File: config.mk
export PLATFORM = sky130hd
export DESIGN_NAME = complex_nr_mult_stim_gen_flat
export DESIGN_NICKNAME = d
export VERILOG_FILES = /design/src/rtl/complex_nr_mult_stim_gen_if.sv /design/src/rtl/complex_nr_mult_stim_gen.sv /design/src/flat_wrapper.sv
export SDC_FILE = /design/constraint.sdc
export NUM_CORES = 1
export LEC_CHECK = 0
export ABC_AREA = 1
export CAP_MARGIN = 20
export CORE_ASPECT_RATIO = 1.5
export CORE_MARGIN = 2
export CORE_UTILIZATION = 41
export CTS_CLUSTER_SIZE = 24
export DETAILED_ROUTE_END_ITERATION = 7
export GPL_TIMING_DRIVEN = 0
export PLACE_DENSITY_LB_ADDON = 0.15
export SETUP_SLACK_MARGIN = 0.4
export SLEW_MARGIN = 15
export SYNTH_ARGS = -nofsm -noshare
export SYNTH_HDL_FRONTEND = slang
export SYNTH_SLANG_ARGS = --single-unit
File: constraint.sdc
create_clock -name clk -period 5.6 [get_ports clk]
set_clock_uncertainty 0.05 [all_clocks]
set_input_delay 1.12 -clock clk [delete_from_list [all_inputs] [get_ports clk]]
set_output_delay 1.12 -clock clk [all_outputs]
set_load 0.1 [all_outputs]
File: src/rtl/complex_nr_mult_stim_gen_if.sv
`default_nettype none
// +--------------------------------------------------------------------------+
// | Module   : complex_nr_mult_stim_gen_if                                   |
// | Purpose  : Operand/result handshake bundle between the stimulus          |
// |            generator and the complex multiplier under test.              |
// | Signals  : op_val/op_ready   - operand handshake                         |
// |            res_val/res_ready - result handshake                          |
// |            op_1_re..op_2_im  - operand buses, DATA_WIDTH bits each       |
// |            sw_rst            - one-cycle abort pulse to the multiplier   |
// | Modports : master (stimulus generator side), slave (multiplier side)     |
// | Revision : 1.0 - initial release                                         |
// +--------------------------------------------------------------------------+
interface complex_nr_mult_stim_gen_if #(
   parameter int unsigned DATA_WIDTH = 8
);
   logic                  op_val;
   logic                  op_ready;
   logic                  res_val;
   logic                  res_ready;
   logic                  sw_rst;
   logic [DATA_WIDTH-1:0] op_1_re;
   logic [DATA_WIDTH-1:0] op_1_im;
   logic [DATA_WIDTH-1:0] op_2_re;
   logic [DATA_WIDTH-1:0] op_2_im;

   modport master (
      output op_val, res_ready, sw_rst, op_1_re, op_1_im, op_2_re, op_2_im,
      input  op_ready, res_val
   );

   modport slave (
      input  op_val, res_ready, sw_rst, op_1_re, op_1_im, op_2_re, op_2_im,
      output op_ready, res_val
   );
endinterface
`default_nettype wire

File: src/rtl/complex_nr_mult_stim_gen.sv
`default_nettype none
// +--------------------------------------------------------------------------+
// | Module   : complex_nr_mult_stim_gen                                      |
// | Purpose  : Stimulus generator for a complex multiplier. Per run it       |
// |            issues trans_num transactions: load four operands (fixed,     |
// |            LFSR random, corner or ramp pattern), optional idle gap,      |
// |            operand handshake, then result handshake. A transaction       |
// |            stuck in SEND or WAIT_RES for RES_TIMEOUT cycles aborts the   |
// |            run with a sticky err flag and a one-cycle sw_rst pulse.      |
// | Ports    : clk, rstn (async, active low)                                 |
// |            start, mode[1:0], trans_num[15:0] - run control (IDLE only)   |
// |            mul (master modport)              - multiplier handshakes     |
// |            busy, done, err, trans_cnt[15:0]  - run status                |
// | Options  : COMPLEX_STIM_RES_THROTTLE_EN - when defined, res_ready        |
// |            alternates 0,1,0,... in WAIT_RES instead of staying high.     |
// | Revision : 1.0 - initial release                                         |
// +--------------------------------------------------------------------------+
module complex_nr_mult_stim_gen #(
   parameter int unsigned DATA_WIDTH  = 8,
   parameter int unsigned GAP_CYCLES  = 2,
   parameter int unsigned RES_TIMEOUT = 64,
   parameter logic [31:0] LFSR_SEED   = 32'hACE1_0001
) (
   input  logic                       clk,
   input  logic                       rstn,
   input  logic                       start,
   input  logic [1:0]                 mode,
   input  logic [15:0]                trans_num,
   complex_nr_mult_stim_gen_if.master mul,
   output logic                       busy,
   output logic                       done,
   output logic                       err,
   output logic [15:0]                trans_cnt
);

   // Galois right-shift taps for x^32 + x^22 + x^2 + x + 1
   localparam logic [31:0] LFSR_TAPS = 32'h8020_0003;
   localparam int unsigned GAP_W     = (GAP_CYCLES > 1) ? $clog2(GAP_CYCLES) : 1;
   localparam int unsigned TMO_W     = (RES_TIMEOUT > 1) ? $clog2(RES_TIMEOUT) : 1;
   localparam logic [GAP_W-1:0] GAP_LAST = GAP_W'((GAP_CYCLES == 0) ? 0 : GAP_CYCLES - 1);
   localparam logic [TMO_W-1:0] TMO_LAST = TMO_W'(RES_TIMEOUT - 1);
   localparam logic             HAS_GAP  = (GAP_CYCLES != 0);

   typedef enum logic [2:0] {
      ST_IDLE     = 3'd0,
      ST_LOAD     = 3'd1,
      ST_GAP      = 3'd2,
      ST_SEND     = 3'd3,
      ST_WAIT_RES = 3'd4
   } state_t;

   state_t                state_q,     state_d;
   logic [1:0]            load_idx_q,  load_idx_d;
   logic [GAP_W-1:0]      gap_cnt_q,   gap_cnt_d;
   logic [TMO_W-1:0]      tmo_cnt_q,   tmo_cnt_d;
   logic [31:0]           lfsr_q,      lfsr_d;
   logic [1:0]            mode_q,      mode_d;
   logic [15:0]           trans_num_q, trans_num_d;
   logic [15:0]           trans_cnt_q, trans_cnt_d;
   logic [DATA_WIDTH-1:0] op_1_re_q,   op_1_re_d;
   logic [DATA_WIDTH-1:0] op_1_im_q,   op_1_im_d;
   logic [DATA_WIDTH-1:0] op_2_re_q,   op_2_re_d;
   logic [DATA_WIDTH-1:0] op_2_im_q,   op_2_im_d;
   logic                  done_q,      done_d;
   logic                  sw_rst_q,    sw_rst_d;
   logic                  err_q,       err_d;
`ifdef COMPLEX_STIM_RES_THROTTLE_EN
   logic                  rr_phase_q,  rr_phase_d;
`endif

   logic [31:0]           lfsr_next;
   logic [DATA_WIDTH-1:0] load_val;
   logic                  res_ready_int;
   logic                  last_trans;

   // Value of the operand written in the current LOAD cycle. The LFSR value
   // used is the post-advance one, so the first random operand after reset
   // is the seed stepped once. The transaction index k is trans_cnt_q.
   always_comb begin
      lfsr_next = {1'b0, lfsr_q[31:1]} ^ (lfsr_q[0] ? LFSR_TAPS : 32'h0);
      load_val  = '0;
      unique case (mode_q)
         2'd0: begin
            unique case (load_idx_q)
               2'd0:    load_val = DATA_WIDTH'(32'd2);
               2'd1:    load_val = DATA_WIDTH'(32'd3);
               2'd2:    load_val = DATA_WIDTH'(32'd4);
               default: load_val = DATA_WIDTH'(32'd2);
            endcase
         end
         2'd1:    load_val = lfsr_next[DATA_WIDTH-1:0];
         2'd2:    load_val = trans_cnt_q[0] ? DATA_WIDTH'(32'd1) : '1;
         default: load_val = DATA_WIDTH'(trans_cnt_q) + DATA_WIDTH'(load_idx_q);
      endcase
   end

`ifdef COMPLEX_STIM_RES_THROTTLE_EN
   assign res_ready_int = (state_q == ST_WAIT_RES) && rr_phase_q;
`else
   assign res_ready_int = (state_q == ST_WAIT_RES);
`endif

   // 17-bit compare so trans_num = 16'hFFFF completes without overflow
   assign last_trans = (({1'b0, trans_cnt_q} + 17'd1) == {1'b0, trans_num_q});

   always_comb begin
      state_d     = state_q;
      load_idx_d  = load_idx_q;
      gap_cnt_d   = gap_cnt_q;
      tmo_cnt_d   = tmo_cnt_q;
      lfsr_d      = lfsr_q;
      mode_d      = mode_q;
      trans_num_d = trans_num_q;
      trans_cnt_d = trans_cnt_q;
      op_1_re_d   = op_1_re_q;
      op_1_im_d   = op_1_im_q;
      op_2_re_d   = op_2_re_q;
      op_2_im_d   = op_2_im_q;
      done_d      = 1'b0;
      sw_rst_d    = 1'b0;
      err_d       = err_q;
`ifdef COMPLEX_STIM_RES_THROTTLE_EN
      rr_phase_d  = rr_phase_q;
`endif

      unique case (state_q)
         ST_IDLE: begin
            if (start) begin
               if (trans_num != 16'd0) begin
                  state_d     = ST_LOAD;
                  mode_d      = mode;
                  trans_num_d = trans_num;
                  trans_cnt_d = 16'd0;
                  err_d       = 1'b0;
                  load_idx_d  = 2'd0;
               end else begin
                  done_d = 1'b1;
               end
            end
         end

         ST_LOAD: begin
            // The LFSR only moves when it is actually supplying an operand
            if (mode_q == 2'd1) begin
               lfsr_d = lfsr_next;
            end
            unique case (load_idx_q)
               2'd0:    op_1_re_d = load_val;
               2'd1:    op_1_im_d = load_val;
               2'd2:    op_2_re_d = load_val;
               default: op_2_im_d = load_val;
            endcase
            load_idx_d = load_idx_q + 2'd1;
            if (load_idx_q == 2'd3) begin
               if (HAS_GAP) begin
                  state_d   = ST_GAP;
                  gap_cnt_d = '0;
               end else begin
                  state_d   = ST_SEND;
                  tmo_cnt_d = '0;
               end
            end
         end

         ST_GAP: begin
            if (gap_cnt_q == GAP_LAST) begin
               state_d   = ST_SEND;
               tmo_cnt_d = '0;
            end else begin
               gap_cnt_d = gap_cnt_q + 1'b1;
            end
         end

         ST_SEND: begin
            // op_val is high for the whole state, so op_ready alone completes it
            if (mul.op_ready) begin
               state_d   = ST_WAIT_RES;
               tmo_cnt_d = '0;
`ifdef COMPLEX_STIM_RES_THROTTLE_EN
               rr_phase_d = 1'b0;
`endif
            end else if (tmo_cnt_q == TMO_LAST) begin
               state_d  = ST_IDLE;
               err_d    = 1'b1;
               sw_rst_d = 1'b1;
            end else begin
               tmo_cnt_d = tmo_cnt_q + 1'b1;
            end
         end

         ST_WAIT_RES: begin
`ifdef COMPLEX_STIM_RES_THROTTLE_EN
            rr_phase_d = ~rr_phase_q;
`endif
            if (mul.res_val && res_ready_int) begin
               trans_cnt_d = (trans_cnt_q == 16'hFFFF) ? 16'hFFFF : trans_cnt_q + 16'd1;
               if (last_trans) begin
                  state_d = ST_IDLE;
                  done_d  = 1'b1;
               end else begin
                  state_d    = ST_LOAD;
                  load_idx_d = 2'd0;
               end
            end else if (tmo_cnt_q == TMO_LAST) begin
               state_d  = ST_IDLE;
               err_d    = 1'b1;
               sw_rst_d = 1'b1;
            end else begin
               tmo_cnt_d = tmo_cnt_q + 1'b1;
            end
         end

         default: state_d = ST_IDLE;
      endcase
   end

   always_ff @(posedge clk or negedge rstn) begin
      if (!rstn) begin
         state_q     <= ST_IDLE;
         load_idx_q  <= 2'd0;
         gap_cnt_q   <= '0;
         tmo_cnt_q   <= '0;
         lfsr_q      <= LFSR_SEED;
         mode_q      <= 2'd0;
         trans_num_q <= 16'd0;
         trans_cnt_q <= 16'd0;
         op_1_re_q   <= '0;
         op_1_im_q   <= '0;
         op_2_re_q   <= '0;
         op_2_im_q   <= '0;
         done_q      <= 1'b0;
         sw_rst_q    <= 1'b0;
         err_q       <= 1'b0;
`ifdef COMPLEX_STIM_RES_THROTTLE_EN
         rr_phase_q  <= 1'b0;
`endif
      end else begin
         state_q     <= state_d;
         load_idx_q  <= load_idx_d;
         gap_cnt_q   <= gap_cnt_d;
         tmo_cnt_q   <= tmo_cnt_d;
         lfsr_q      <= lfsr_d;
         mode_q      <= mode_d;
         trans_num_q <= trans_num_d;
         trans_cnt_q <= trans_cnt_d;
         op_1_re_q   <= op_1_re_d;
         op_1_im_q   <= op_1_im_d;
         op_2_re_q   <= op_2_re_d;
         op_2_im_q   <= op_2_im_d;
         done_q      <= done_d;
         sw_rst_q    <= sw_rst_d;
         err_q       <= err_d;
`ifdef COMPLEX_STIM_RES_THROTTLE_EN
         rr_phase_q  <= rr_phase_d;
`endif
      end
   end

   assign mul.op_val    = (state_q == ST_SEND);
   assign mul.res_ready = res_ready_int;
   assign mul.sw_rst    = sw_rst_q;
   assign mul.op_1_re   = op_1_re_q;
   assign mul.op_1_im   = op_1_im_q;
   assign mul.op_2_re   = op_2_re_q;
   assign mul.op_2_im   = op_2_im_q;
   assign busy          = (state_q != ST_IDLE);
   assign done          = done_q;
   assign err           = err_q;
   assign trans_cnt     = trans_cnt_q;

endmodule
`default_nettype wire
File: src/flat_wrapper.sv
// flat-port wrapper written by rule: the top's interface ports become plain ports
module complex_nr_mult_stim_gen_flat 
#(
   parameter int unsigned DATA_WIDTH  = 8,
   parameter int unsigned GAP_CYCLES  = 2,
   parameter int unsigned RES_TIMEOUT = 64,
   parameter logic [31:0] LFSR_SEED   = 32'hACE1_0001
)
  (clk, rstn, start, mode, trans_num, busy, done, err, trans_cnt, mul_op_val, mul_res_ready, mul_sw_rst, mul_op_1_re, mul_op_1_im, mul_op_2_re, mul_op_2_im, mul_op_ready, mul_res_val);
  complex_nr_mult_stim_gen_if #(.DATA_WIDTH(DATA_WIDTH)) mul_i ();
  input  logic clk;
  input  logic rstn;
  input  logic start;
  input  logic [1:0] mode;
  input  logic [15:0] trans_num;
  output logic busy;
  output logic done;
  output logic err;
  output logic [15:0] trans_cnt;
  output wire logic [$bits(mul_i.op_val)-1:0] mul_op_val;
  output wire logic [$bits(mul_i.res_ready)-1:0] mul_res_ready;
  output wire logic [$bits(mul_i.sw_rst)-1:0] mul_sw_rst;
  output wire logic [$bits(mul_i.op_1_re)-1:0] mul_op_1_re;
  output wire logic [$bits(mul_i.op_1_im)-1:0] mul_op_1_im;
  output wire logic [$bits(mul_i.op_2_re)-1:0] mul_op_2_re;
  output wire logic [$bits(mul_i.op_2_im)-1:0] mul_op_2_im;
  input wire logic [$bits(mul_i.op_ready)-1:0] mul_op_ready;
  input wire logic [$bits(mul_i.res_val)-1:0] mul_res_val;
  assign mul_op_val = mul_i.op_val;
  assign mul_res_ready = mul_i.res_ready;
  assign mul_sw_rst = mul_i.sw_rst;
  assign mul_op_1_re = mul_i.op_1_re;
  assign mul_op_1_im = mul_i.op_1_im;
  assign mul_op_2_re = mul_i.op_2_re;
  assign mul_op_2_im = mul_i.op_2_im;
  assign mul_i.op_ready = mul_op_ready;
  assign mul_i.res_val = mul_res_val;
  complex_nr_mult_stim_gen #(.DATA_WIDTH(DATA_WIDTH), .GAP_CYCLES(GAP_CYCLES), .RES_TIMEOUT(RES_TIMEOUT), .LFSR_SEED(LFSR_SEED)) u_core (.clk(clk), .rstn(rstn), .start(start), .mode(mode), .trans_num(trans_num), .mul(mul_i), .busy(busy), .done(done), .err(err), .trans_cnt(trans_cnt));
endmodule
==> results.json, run 1 <==
{
  "synth_edf_count": 0,
  "syn_avg_cell_area_um2": 7.671,
  "worstPathRequired_ns": 4.43,
  "start_kind": "flip-flop",
  "grt_overflow": 0,
  "htree_levels": 4,
  "grt_pass1_vias": 5123,
  "fin_area_um2": 7337,
  "firstDrtPassIters": 4,
  "ys_ff_latch": 113,
  "slowest_stage": "clkdlybuf4s50_1",
  "grt_start_max_net_pins": 85,
  "core_um2": 13930,
  "initial_core_util_pct": 41.54,
  "drive_gt1_share_pct": 6.837,
  "syn-num-nets": 788,
  "crit_buf_inv": 2,
  "die_h_um": 149.5,
  "gp_congestion": 0.8798,
  "ir_worst_vdd_v": 0.0002842,
  "area_delta_synth_final_pct": 26.84,
  "drc": 0,
  "cts_setup_buffers": 0,
  "async_flop_share_pct": 100.0,
  "antenna_found_initial": 0,
  "maxCapViolCount": 0,
  "antenna_violating_nets_post_route": 0,
  "path_clk_slew_ns": 0.06,
  "nets": 884,
  "setup_ws_ns": 1.942,
  "final_common_cell": "nand2_1",
  "cp_slowest_stage_delay_ns": 1.18,
  "vias": 5121,
  "fin_crit_ns": 3.658,
  "yosys.area_share.adder_pct": 2.509,
  "leakage_uw": 0.003559,
  "cts.sinks": 113,
  "synthSimpleGateAreaFrac_pct": 28.96,
  "finalSetupViolations": 0,
  "grt_usage_pct": 21.17,
  "synth_cells": 754,
  "die_x_um": 101.0,
  "syn_area_um2": 5784,
  "rsz0062_at_grt": "no",
  "cts_buffers": 17,
  "synth_compound_area_share_pct": 9.280,
  "powerDensity_nw_per_um2": 542.1,
  "drt_iter0_markers": 261,
  "io_buffers": 76,
  "clk_latency_ns": 0.42,
  "cts_resized": 0,
  "cts_tree": "yes",
  "wl_um": 15000,
  "path_delay_family": "buffers and inverters",
  "synthXorXnorAreaFrac_pct": 2.834,
  "root_buffer": "clkbuf_16",
  "fmax_mhz": 273.4,
  "ys_types": 29,
  "wire_per_inst_um": 14.59,
  "grt_pass1_wl_um": 24870,
  "slew_viol_final": 0,
  "synth_mux_area_share_pct": 0,
  "rows": 53,
  "synth_top_family_by_area": "simple AND/OR/NAND/NOR gates",
  "antennaDiodeCount": 0,
  "slew_headroom_pct": 32.63,
  "tightest_slew_ns": 1.007,
  "worstPathCellList": "inv_1 -> nand2_1 -> nor2_1 -> clkdlybuf4s50_1",
  "hold_viol_final": 0,
  "cts.path.max_buffers": 2,
  "boundaryPins": 77,
  "die_area_um2": 15090,
  "dpl.hpwl_um": 11310,
  "outcome": "completed",
  "endpoint_kind": "output port",
  "cts_hold_buf": 0,
  "seq_area_frac_synth_pct": 49.08,
  "cp_max_fo": 4,
  "hp-class": "reg -> reg",
  "place_ws_ns": 2.149,
  "crit_arrival_ns": 2.49,
  "viasPerCell": 4.982,
  "final_cell_mix": "nand2_1, dfrtp_1, inv_1",
  "yosysWarnings": 0,
  "placed_area_um2": 6780,
  "synth-main-ff-cell": "dfrtp_1",
  "period_share_pct": 65.32,
  "crit_type": "reg -> out"
}
## stage by stage
step,setup TNS (ns),instances,hold WS [ns],util (%),total power (uW)
6_report,0,1028,0.4113,52.69,3978
3_5_place_dp,0,996,0.4069,48.69,2973
2_1_floorplan,0,754,0.3922,-,2481
4_1_cts,0,1028,0.4146,52.69,4010
3_3_place_gp,-101.13,995,0.4014,48.48,2944
5_1_grt,0,1028,0.4206,52.69,4207
## state kept, by name (all words and copies together), names as in the netlist
| signal | flops |
|---|---|
| u_core.done | 1 |
| u_core.err | 1 |
| u_core.gap_cnt_q | 1 |
| u_core.lfsr_q | 32 |
| u_core.load_idx_q | 2 |
| u_core.mode_q | 2 |
| u_core.mul.op_1_im | 8 |
| u_core.mul.op_1_re | 8 |
| u_core.mul.op_2_im | 8 |
| u_core.mul.op_2_re | 8 |
| u_core.mul.sw_rst | 1 |
| u_core.state_q | 3 |
| u_core.tmo_cnt_q | 6 |
| u_core.trans_cnt | 16 |
| u_core.trans_num_q | 16 |
## worst register-to-register path: stages (launching register included)
cell	delay, ns
dfrtp_1	0.52
ha_1	0.23
inv_1	0.05
fa_1	0.39
nor3_1	0.38
nand2_1	0.12
o21ai_0	0.17
o221ai_1	0.30
nand2_1	0.14
nand2_1	0.06
## report_power, final
part | leakage, uW | internal [uW] | switching, uW | total (uW)
logic | 0.00180 | 446 | 1360 | 1810
registers | 0.00148 | 1000 | 143 | 1150
clock network | 0.000277 | 648 | 379 | 1030
## synth_stat cells (all sizes together) (9+ instances only)
| cell | count | area [um2] |
|---|---|---|
| a21oi | 10 | 50.05 |
| clkbuf | 11 | 41.29 |
| dfrtp | 104 | 2603 |
| dfstp | 9 | 236.5 |
| ha | 10 | 125.1 |
| inv | 98 | 367.9 |
| nand2 | 284 | 1074 |
| nand3 | 31 | 155.2 |
| nand4 | 16 | 100.1 |
| nor2 | 60 | 277.8 |
| nor3 | 11 | 55.05 |
| o21ai | 74 | 370.4 |
## logic make-up after synthesis
kind of cell,after synthesis
xor+xnor,14
compound gates,100
simple gates,404
fa+ha+maj,11
buf+inv,112
flops,113
## routing by layer
| metal | track usage (%) | vias up | wire, um |
|---|---|---|---|
| met1 | 24.62 | 2412 | 6182 |
| met4 | 9.189 | 0 | 400 |
| met5 | 0 | - | 0 |
| met2 | 38.40 | 105 | 7955 |
| li1 | - | 2577 | - |
| met3 | 2.802 | 27 | 460 |
## layout make-up
cell class | count | area [um2]
tap | 165 | 206.4
clock inverter | 12 | 120.1
fill | 1367 | 6589
clock buffer | 20 | 436.7
buffer | 12 | 48.80
inverter | 100 | 375.4
sequential | 113 | 2839
multi-input combinational | 529 | 2521
timing repair buffer | 77 | 789.5
## final timing paths
kind / to / depth (start not counted) / start / slack (ns)
worst max-delay path: mul_op_val / 4 / u_core.state_q[2] / 1.94
worst min-delay path: u_core.lfsr_q[27] / 2 / u_core.lfsr_q[27] / 0.41
worst max register to register: u_core.mul.op_1_im[6] / 9 / u_core.trans_cnt[0] / 3.08
worst min register to register: u_core.lfsr_q[27] / 2 / u_core.lfsr_q[27] / 0.41
max in group asynchronous: u_core.trans_cnt[0] / 2 / rstn / 4.25
min in group asynchronous: u_core.lfsr_q[14] / 1 / rstn / 0.52
Note: power is estimated with default switching activity, not from simulation.
==> run 2, diff against run 1 <==
Clock period 5.6 ns to 3.1 ns, I/O delays scaled along.
==> run 2 against run 1 <==
- hold slack worse by 0.37 ns
- core utilization is 0.35 points higher
- total power is 84% higher
- sequential share of layout area is 0.24 points lower
- cell count stayed put
- die area stayed put
- via count is 0.66% higher
- sequential cell count stayed put
- sequential power is 80% higher
==> results.json, run 2 (same netlist as run 1, synthesis figures left out) <==
{
  "outcome": "completed",
  "endpoint_kind": "output port",
  "htree_levels": 4,
  "drive_gt1_share_pct": 7.764,
  "gp_congestion": 0.9338,
  "root_buffer": "clkbuf_16",
  "cp_max_fo": 3,
  "path_delay_family": "buffers and inverters",
  "die_x_um": 101.0,
  "dpl.hpwl_um": 11330,
  "fin_area_um2": 7386,
  "cp-endpoint": "trans_cnt[13]",
  "path_depth": 1,
  "finalSetupViolations": 0,
  "ir_worst_vdd_v": 0.0005224,
  "io_buffers": 76,
  "boundaryPins": 77,
  "place_ws_ns": 0.1778,
  "top_register": "u_core.lfsr_q",
  "leakage_uw": 0.003645,
  "placed_area_um2": 6784,
  "crit_path_start": "u_core.trans_cnt[13]",
  "period_share_pct": 84.75,
  "largest_register_ffs": 32,
  "cts_tree": "yes",
  "slew_viol_final": 0,
  "drt_iter0_markers": 258,
  "setup-tns-final_ns": 0,
  "cp_slowest_stage_delay_ns": 1.15,
  "rr_endpoint": "u_core.mul.op_1_re[4]",
  "antennaDiodeCount": 0,
  "timing.rr.start": "u_core.load_idx_q[0]",
  "cts.path.max_buffers": 2,
  "final_common_cell": "nand2_1",
  "tightest_slew_ns": 0.9831,
  "hp-class": "in -> async",
  "die_h_um": 149.5,
  "crit_buf_inv": 1,
  "worstPathRequired_ns": 2.43,
  "grt_overflow": 0,
  "crit_arrival_ns": 1.96,
  "grt_usage_pct": 21.24,
  "worstPathCellList": "clkdlybuf4s50_1",
  "nets": 884,
  "fin_crit_ns": 2.627,
  "antenna_violating_nets_post_route": 0,
  "cts.sinks": 113,
  "core_um2": 13930,
  "slew_headroom_pct": 34.26,
  "nFillCells": 1381,
  "grt_start_max_net_pins": 81,
  "cts_resized": 21,
  "maxCapViolCount": 0,
  "hold-worst-slack_ns": 0.04059,
  "vias": 5155,
  "hold_viol_final": 0,
  "final_cell_mix": "nand2_1, dfrtp_1, inv_1",
  "drc": 0,
  "slowest_stage": "clkdlybuf4s50_1",
  "area_delta_synth_final_pct": 27.69,
  "wire_per_inst_um": 14.55,
  "wl_um": 14960,
  "setup_ws_ns": 0.4727,
  "cts_hold_buf": 0,
  "grt_pass1_vias": 5126,
  "antenna_found_initial": 0,
  "grt_pass1_wl_um": 24980,
  "clk_latency_ns": 0.42,
  "fmax_mhz": 380.6,
  "cts_setup_buffers": 0,
  "crit_type": "reg -> out",
  "rsz0062_at_grt": "no",
  "cts_buffers": 17,
  "firstDrtPassIters": 4,
  "rows": 53,
  "initial_core_util_pct": 41.54,
  "reg2reg_setup_slack_ns": 0.67,
  "powerDensity_nw_per_um2": 991.7,
  "path_clk_slew_ns": 0.06,
  "start_kind": "flip-flop",
  "viasPerCell": 5.015,
  "die_area_um2": 15090,
  "rr_worst_depth": 8
}
-- run 2: cell count changes in the layout (fill, tap and decap cells not counted), moves of 2 or more --
cell	delta
clkinvlp_4	+3
clkbuf_1	-2
clkinv_2	-4
clkdlybuf4s15_2	+3
dlygate4sd2_1	+12
clkdlybuf4s50_1	-16
-- run 2: how the worst min path moves through the flow --
stage / from / endpoint / slack [ns] / cells past startpoint
2_1_floorplan: rstn / u_core.done / 0.27 / 0
3_3_place_gp: u_core.lfsr_q[16] / u_core.lfsr_q[16] / 0.40 / 2
3_5_place_dp: u_core.lfsr_q[29] / u_core.lfsr_q[29] / 0.41 / 2
4_1_cts: rstn / u_core.trans_cnt[13] / 0.05 / 1
5_1_grt: rstn / u_core.lfsr_q[17] / 0.06 / 1
6_report: rstn / u_core.lfsr_q[17] / 0.04 / 1
-- run 2: report_power, final --
group	leakage, uW	internal, uW	switching (uW)
sequential	0.00148	1810	262
clock	0.000285	1280	707
combinational	0.00188	801	2460
total	0.00364	3900	3430
-- run 2: area by class of cell --
type                       instances  area (um2)  area share [%]
clock inverter                    13       161.4           2.185
multi-input combinational        529        2530           34.25
tap                              165       206.4           2.795
buffer                            12       48.80          0.6607
clock buffer                      19       442.9           5.997
sequential                       113        2840           38.45
inverter                         100       375.4           5.082
timing repair buffer              77       780.7           10.57
-- run 2: stage by stage --
stage | total power, uW | cells | utilization (%)
floorplan | 4486 | 754 | -
global placement | 5325 | 995 | 48.51
detailed placement | 5376 | 996 | 48.72
CTS | 7380 | 1028 | 52.97
global route | 7739 | 1028 | 53.04
finish | 7324 | 1028 | 53.04
-- run 2: per-layer routing --
layer | wire (um) | track usage (%) | up-vias
li1 | - | - | 2588
met1 | 6026 | 24.06 | 2431
met2 | 7990 | 38.50 | 106
met3 | 536 | 4.017 | 30
met4 | 408 | 8.986 | 0
met5 | 0 | 0 | -
==> run 3, diff against run 2 <==
Clock period 3.1 ns to 2.2 ns, I/O delays scaled along.
==> run 3 against run 2 <==
- core utilization increased by 7.4 points
- die area stayed put
- clock power is 40% higher
- hold slack better by 0.34 ns
- highest routed layer unchanged
- sequential cell count is the same
- sequential power grew 42%
- first-iteration DRC count shrank 6.6%
- critical path type is now reg -> reg
- wire length rose by 15%
- cell count is 6.7% higher
==> results.json, run 3 (same netlist as run 1, synthesis figures left out) <==
{
  "outcome": "completed",
  "boundaryPins": 77,
  "final_common_cell": "nand2_1",
  "cp_max_fo": 4,
  "io_buffers": 76,
  "antenna_found_initial": 0,
  "grt_overflow": 0,
  "rsz0062_at_grt": "yes",
  "grt_pass1_vias": 5356,
  "crit_type": "reg -> reg",
  "cts_tree": "yes",
  "final_cell_mix": "nand2_1, dfrtp_1, inv_1",
  "viasPerCell": 5.055,
  "path_clk_slew_ns": 0.06,
  "grt_pass1_wl_um": 26050,
  "grt_usage_pct": 22.28,
  "hp-class": "in -> reg",
  "fin_util_pct": 60.43,
  "slew_headroom_pct": 65.38,
  "grt_start_max_net_pins": 59,
  "finalSetupViolations": 0,
  "crit_arrival_ns": 2.46,
  "firstDrtPassIters": 4,
  "fmax_mhz": 463.7,
  "ir_worst_vdd_v": 0.0007427,
  "dpl.hpwl_um": 11370,
  "initial_core_util_pct": 41.54,
  "endpoint_kind": "flip-flop",
  "wl_um": 17190,
  "cts.sinks": 113,
  "start_kind": "flip-flop",
  "drive_gt1_share_pct": 34.01,
  "die_h_um": 149.5,
  "period_share_pct": 98.02,
  "antennaDiodeCount": 0,
  "root_buffer": "clkbuf_16",
  "die_area_um2": 15090,
  "fin_cells": 1097,
  "top_register": "u_core.lfsr_q",
  "htree_levels": 4,
  "antenna_violating_nets_post_route": 0,
  "leakage_uw": 0.004191,
  "drt_iter0_markers": 241,
  "maxCapViolCount": 0,
  "gp_congestion": 0.8817,
  "nets": 953,
  "fin_crit_ns": 2.156,
  "cts.path.max_buffers": 2,
  "core_um2": 13930,
  "drc": 0,
  "place_ws_ns": -0.5574,
  "wire_per_inst_um": 15.67,
  "hold_viol_final": 0,
  "rows": 53,
  "setup_ws_ns": 0.04359,
  "worstPathRequired_ns": 2.50,
  "tightest_slew_ns": 0.5139,
  "powerDensity_nw_per_um2": 1341,
  "area_delta_synth_final_pct": 45.49,
  "placed_area_um2": 6962,
  "placed_cells": 996,
  "cts_buffers": 17,
  "largest_register_ffs": 32,
  "slew_viol_final": 0,
  "setup-tns-final_ns": 0,
  "die_x_um": 101.0,
  "vias": 5545,
  "clk_latency_ns": 0.41,
  "fin_area_um2": 8416
}
[run 3: cell types whose count changed in the layout (fill, tap and decap cells not counted), sizes merged, moves of 3 or more]
cell / change
buf: +122
clkdlybuf4s50: -42
dlygate4sd2: -8
clkbuf: +3
clkdlybuf4s15: -3
[run 3: layer usage]
layer  track usage [%]  up-vias  wire length (um)
li1                  -     2727                 -
met1             24.89     2662              6700
met4             8.446        0               350
met3             4.157       29               616
met2             41.27      127              9524
met5                 0        -                 0
[run 3: worst paths after layout]
kind                                     endpoint  slack, ns                start  depth (start not counted)
hold reg to reg                 u_core.lfsr_q[29]       0.41    u_core.lfsr_q[29]                          2
max in group asynchronous     u_core.trans_cnt[2]       0.90                 rstn                          3
setup / recovery            u_core.mul.op_1_im[7]       0.04  u_core.trans_cnt[0]                         14
min in group asynchronous       u_core.lfsr_q[25]       0.50                 rstn                          2
setup reg to reg            u_core.mul.op_1_im[7]       0.04  u_core.trans_cnt[0]                         14
hold / removal             u_core.trans_num_q[14]       0.38        trans_num[14]                          3
[run 3: report_power, final]
part	switching, uW	internal [uW]
registers	375	2560
logic	4010	1550
clock network	977	1820
total	5360	5930
[run 3: repair_timing]
action | 4_1_cts | 5_1_grt
resized for setup | 343 | 122
endpoints found under the hold margin | 50 | 0
setup buffers | 44 | 23
pin swaps | 35 | 32
gates cloned | 1 | 0
hold buffers | 1 | 0
endpoints found under the setup margin | 156 | 131
[run 3: worst max-delay path, cell delays in order, from the launching register on]
cell and delay (ns):
dfrtp_4 0.51, buf_4 0.15, buf_6 0.11, ha_4 0.15, buf_4 0.13, nand2_4 0.07
a21oi_4 0.06, buf_4 0.14, buf_4 0.12, nand3_1 0.06, nand3_1 0.09, o211ai_1 0.13
buf_4 0.21, nand2_2 0.06, nand2_1 0.06
[run 3: metrics by stage]
step / total power, uW / hold WS, ns
floorplan: 6417 / 0.09441
global placement: 7612 / 0.4019
detailed placement: 7676 / 0.3877
CTS: 10860 / 0.3797
global route: 11840 / 0.4022
finish: 11280 / 0.3842
[run 3: final cells by class]
type                       instances  area [um2]
fill                            1246        5510
multi-input combinational        529        3063
sequential                       113        2882
timing repair buffer             146        1174
clock buffer                      24       501.7
inverter                         100       390.4
tap                              165       206.4
clock inverter                     8       102.6
buffer                            12       96.34
